--- src/rtl/m_store_wbuf.sv ---
// Store write buffer: encodes SW/SH/SB into word address, lane-replicated data and byte enables, then queues them to memory in order.
// Latency: a store pushed at edge N appears on the drain outputs in the following cycle; there is no push-to-drain bypass.
// Backpressure: o_ready drops while the buffer is full, and the head stays stable while wready is low. Macro STORE_ALIGN_CHK_EN enables misaligned-store rejection.
module m_store_wbuf #(
    parameter  int DEPTH = 4,
    localparam int PTR_W = $clog2(DEPTH)
) (
    input  logic             i_clk,
    input  logic             i_rst_n,
    input  logic             i_valid,
    input  logic [1:0]       i_seOp,
    input  logic [31:0]      i_Addr,
    input  logic [31:0]      i_WD,
    output logic             o_ready,
    output logic [31:0]      o_m_data_addr,
    output logic [31:0]      o_m_data_wdata,
    output logic [3:0]       o_m_data_byteen,
    output logic             o_m_data_wvalid,
    input  logic             i_m_data_wready,
    output logic             o_empty,
    output logic [PTR_W:0]   o_count,
    output logic             o_align_err
);

    localparam logic [1:0] SE_NONE = 2'b00;
    localparam logic [1:0] SE_SW   = 2'b01;
    localparam logic [1:0] SE_SH   = 2'b10;
    localparam logic [1:0] SE_SB   = 2'b11;

    localparam logic [PTR_W:0]   FULL_CNT = (PTR_W + 1)'(DEPTH);
    localparam logic [PTR_W:0]   ONE_CNT  = (PTR_W + 1)'(1);
    localparam logic [PTR_W-1:0] PTR_ONE  = (PTR_W)'(1);

    typedef struct packed {
        logic [29:0] waddr;
        logic [31:0] wdata;
        logic [3:0]  byteen;
    } entry_t;

    typedef enum logic {
        IDLE  = 1'b0,
        DRAIN = 1'b1
    } state_t;

    state_t           state, state_nxt;
    logic [PTR_W-1:0] head, tail;
    logic [PTR_W:0]   count;
    entry_t           mem [DEPTH];
    entry_t           enc;
    entry_t           head_ent;
    logic             req;
    logic             push;
    logic             pop;

    assign o_ready = (count != FULL_CNT);
    assign req     = i_valid && (i_seOp != SE_NONE) && o_ready;

`ifdef STORE_ALIGN_CHK_EN
    logic misalign;
    logic align_err;

    assign misalign = ((i_seOp == SE_SW) && (i_Addr[1:0] != 2'b00)) ||
                      ((i_seOp == SE_SH) && i_Addr[0]);
    assign push     = req && !misalign;

    // Pulses for the single cycle after the edge that rejected the store.
    always_ff @(posedge i_clk or negedge i_rst_n) begin
        if (!i_rst_n) align_err <= 1'b0;
        else          align_err <= req && misalign;
    end
    assign o_align_err = align_err;
`else
    assign push        = req;
    assign o_align_err = 1'b0;
`endif

    always_comb begin
        enc       = '0;
        enc.waddr = i_Addr[31:2];
        case (i_seOp)
            SE_SW: begin
                enc.byteen = 4'b1111;
                enc.wdata  = i_WD;
            end
            SE_SH: begin
                enc.byteen = i_Addr[1] ? 4'b1100 : 4'b0011;
                enc.wdata  = {2{i_WD[15:0]}};
            end
            SE_SB: begin
                enc.byteen = 4'b0001 << i_Addr[1:0];
                enc.wdata  = {4{i_WD[7:0]}};
            end
            default: enc = '0;
        endcase
    end

    // Payload storage carries no reset; the drain outputs are masked while empty.
    always_ff @(posedge i_clk) begin
        if (push) mem[tail] <= enc;
    end

    assign pop = o_m_data_wvalid && i_m_data_wready;

    always_ff @(posedge i_clk or negedge i_rst_n) begin
        if (!i_rst_n) begin
            head  <= '0;
            tail  <= '0;
            count <= '0;
            state <= IDLE;
        end else begin
            state <= state_nxt;
            if (push) tail <= tail + PTR_ONE;
            if (pop)  head <= head + PTR_ONE;
            case ({push, pop})
                2'b10:   count <= count + ONE_CNT;
                2'b01:   count <= count - ONE_CNT;
                default: count <= count;
            endcase
        end
    end

    always_comb begin
        state_nxt = state;
        case (state)
            IDLE:    if (push) state_nxt = DRAIN;
            DRAIN:   if (pop && !push && (count == ONE_CNT)) state_nxt = IDLE;
            default: state_nxt = IDLE;
        endcase
    end

    assign o_empty         = (state == IDLE);
    assign o_count         = count;
    assign o_m_data_wvalid = !o_empty;
    assign head_ent        = mem[head];

    always_comb begin
        o_m_data_addr   = '0;
        o_m_data_wdata  = '0;
        o_m_data_byteen = '0;
        if (!o_empty) begin
            o_m_data_addr   = {head_ent.waddr, 2'b00};
            o_m_data_wdata  = head_ent.wdata;
            o_m_data_byteen = head_ent.byteen;
        end
    end

endmodule

--- config.mk ---
export PLATFORM = sky130hd
export DESIGN_NAME = m_store_wbuf
export DESIGN_NICKNAME = d
export VERILOG_FILES = /design/src/rtl/m_store_wbuf.sv
export SDC_FILE = /design/constraint.sdc
export NUM_CORES = 1
export LEC_CHECK = 0
export BUFFER_PORTS_ARGS = -buffer_cell sky130_fd_sc_hd__buf_2
export CAP_MARGIN = 25
export CELL_PAD_IN_SITES_DETAIL_PLACEMENT = 1
export CELL_PAD_IN_SITES_GLOBAL_PLACEMENT = 1
export CORE_AREA = 4 4 117 230
export DETAILED_ROUTE_END_ITERATION = 12
export DIE_AREA = 0 0 121 234
export PLACE_DENSITY = 0.83
export SETUP_SLACK_MARGIN = 0.2
export SLEW_MARGIN = 10
export SYNTH_ARGS = -nofsm -noshare
export SYNTH_HDL_FRONTEND = slang
export SYNTH_SLANG_ARGS = --single-unit
export TNS_END_PERCENT = 5
--- constraint.sdc ---
create_clock -name i_clk -period 3.8 [get_ports i_clk]
set_input_delay 0 -clock i_clk [delete_from_list [all_inputs] [get_ports i_clk]]
set_output_delay 0 -clock i_clk [all_outputs]
set_load 0.02 [all_outputs]
==> flow_summary.json <==
{
  "gp_congestion": 0.710,
  "r2r_start": "o_count[0]",
  "htreeDepth": 1,
  "first_pass_iters": 4,
  "crit_path_start_kind": "flip-flop",
  "p_leak_uw": 0.00489,
  "cp-end-kind": "output port",
  "vdd.ir_drop.worst_mv": 0.427,
  "route.detailed.drc": 0,
  "grt_pass1_wl_mm": 38.8,
  "wirelength_mm": 25.1,
  "syn-mean-instance-area_um2": 19.0,
  "cts_buffer_depth": 3,
  "fin_nets": 876,
  "fin_skew_ns": 0.0183,
  "drv_slew": 0,
  "p_total_uw": 10400,
  "coreArea_um2": 25100,
  "cts_root_buf": "clkbuf_16",
  "ys_async_sr_fraction": 0.0294,
  "synth_largest_area_cell": "edfxtp_1",
  "status": "finished clean",
  "arrival_ns": 2.69,
  "synth_area_um2": 11200,
  "die_y_um": 234,
  "die_w_um": 121,
  "ys.flop_type": "edfxtp_1",
  "min_path_cells": 3,
  "r2r_cells": 6,
  "first_global_vias": 6740,
  "cts_resized": 0,
  "drt_iter0_drc": 314,
  "port_buffers": 141,
  "insertedDiodeCount": 0,
  "period_needed_ns": 2.69,
  "areaGrowthSynthToFinish_pct": 22.7,
  "synth_edf_count": 264,
  "stdcell_count": 1150,
  "critical_path_class": "flip-flop to output port",
  "start_util": 0.445,
  "path_max_fanout": 37,
  "rsz0062_at_grt": "no",
  "cts_tree": "yes",
  "whs_ns": 0.0359,
  "rrSetupSlack_ns": 1.35,
  "vias": 5926,
  "wl_per_cell_um": 21.8,
  "worstMarginPinSlew_ns": 1.04,
  "seq_area_frac_synth": 0.727,
  "min_path_type": "primary input to flip-flop",
  "antenna_found_initial": 0,
  "tns_ns": 0,
  "ys.warnings.count": 0,
  "fillers": 2325,
  "clock_sinks": 272,
  "setup_viol_count_final": 0,
  "synthTopCellsByArea": "edfxtp_1 71%, mux4_2 13%, and2_1 6.1%",
  "hold_viol": 0,
  "clk_latency_ns": 0.52,
  "fmax_mhz": 372,
  "drive_above_1_share": 0.328,
  "slew_headroom": 0.309,
  "grt_max_degree": 71,
  "required_ns": 3.80,
  "yosysTopAreaCellShare": 0.709,
  "min_period_over_period": 0.707,
  "power-per-cell-area_nw_per_um2": 755,
  "postRouteAntennaNets": 0,
  "path_clk_slew_ns": 0.06,
  "overflow": 0,
  "avgViaCountPerCell": 5.15,
  "die_area_um2": 28300,
  "track_usage": 0.183,
  "hpwl_mm": 14.4,
  "worstHoldStart": "i_valid",
  "dp.cells": 1034,
  "io-pin-count": 145,
  "min_to": "tail[0]",
  "drv_cap": 0,
  "rows": 82,
  "syn_inst": 587,
  "timing.rr.end": "mem[3][32]",
  "ys_types": 31,
  "ys_seq_elements": 272,
  "cts_buffers": 24
}
-- how the worst max path moves through the flow --
| stage | startpoint | end |
|---|---|---|
| after floorplan | o_count[0] | mem[0][0] |
| after global placement | o_count[0] | mem[0][34] |
| after detailed placement | o_count[0] | mem[0][34] |
| after CTS | head[0] | o_m_data_addr[30] |
| after global routing | head[0] | o_m_data_addr[27] |
| final | head[0] | o_m_data_addr[3] |
-- final cells by class --
| cell class | instances | area, µm² | area share |
|---|---|---|---|
| tap | 336 | 420 | 0.0306 |
| inverter | 8 | 30.0 | 0.00219 |
| sequential | 272 | 8140 | 0.593 |
| multi-input combinational | 273 | 2820 | 0.206 |
| timing repair buffer | 217 | 1530 | 0.112 |
| clock buffer | 30 | 654 | 0.0477 |
| clock inverter | 14 | 126 | 0.00921 |
-- flip-flops by register name (all words and copies together), names as in the netlist --
signal and flops:
head 2, mem 264, o_count 3, o_m_data_wvalid 1, tail 2
-- metal layers --
metal,global-route usage,share of wire,vias to the layer above
li1,-,-,2673
met1,0.212,0.37,3040
met2,0.340,0.56,169
met3,0.0251,0.041,44
met4,0.0656,0.032,0
met5,0,0,-
-- metrics by stage --
stage,worst slack (ns),instance area (µm²),utilization
floorplan,0.492,11200,-
global route,0.892,13700,0.546
detailed placement,1.22,12200,0.484
global placement,1.34,12200,0.484
CTS,0.993,13600,0.542
finish,1.11,13700,0.546
-- repair_timing --
item | 4_1_cts | 5_1_grt
setup buffers | 0 | 0
endpoints found under the hold margin | 270 | 0
hold buffers | 68 | 0
-- cells by family (layout without fill, tap and decap cells) --
family	count (synthesis)	count (layout)	synth area share
buf+inv	44	269	0.0225
mux	76	76	0.143
flops	272	272	0.727
other cells	1	3	0.000335
xor+xnor	5	5	0.00392
compound gates	20	20	0.0131
fa+ha+maj	10	10	0.0112
simple gates	159	159	0.0790
-- power breakdown --
group          internal (µW)  total [µW]  leakage (µW)  switching [µW]
clock network           1360        2390      0.000376            1020
logic                   1660        3720       0.00199            2060
registers               3840        4250       0.00252             402
total                   6870       10400       0.00489            3490
-- placed cells by master (no fill, tap or decap), types with 2 or more instances in the layout --
cell	count
edfxtp_1	264
buf_2	141
and2_1	105
dlygate4sd3_1	68
mux4_2	66
nand2_1	42
clkbuf_16	25
ha_1	10
mux2_2	9
a22o_1	9
inv_1	8
clkinv_1	5
dfrtp_1	5
a21oi_1	4
and2_4	4
clkbuf_1	4
o21ai_0	3
xnor2_1	3
conb_1	3
clkinv_2	3
buf_16	3
buf_4	3
nor2_1	2
xor2_1	2
clkinv_4	2
bufinv_16	2
clkinvlp_4	2
dfrtp_4	2
buf_12	2
-- synthesized netlist by cell type (4+ instances only) --
master	n
a21oi_1	4
ha_1	10
and2_1	109
buf_4	5
a22o_1	9
edfxtp_1	264
buf_2	9
nand2_1	42
inv_1	8
mux4_2	66
dfrtp_1	8
mux2_2	9
clkbuf_1	15
-- worst max-delay path, cell delays in order (launching register included) --
cell and delay, ns:
dfrtp_4 0.94, buf_12 0.31, mux4_2 0.56, and2_1 0.17, buf_2 0.15
Power figures use the tool's default switching activity.
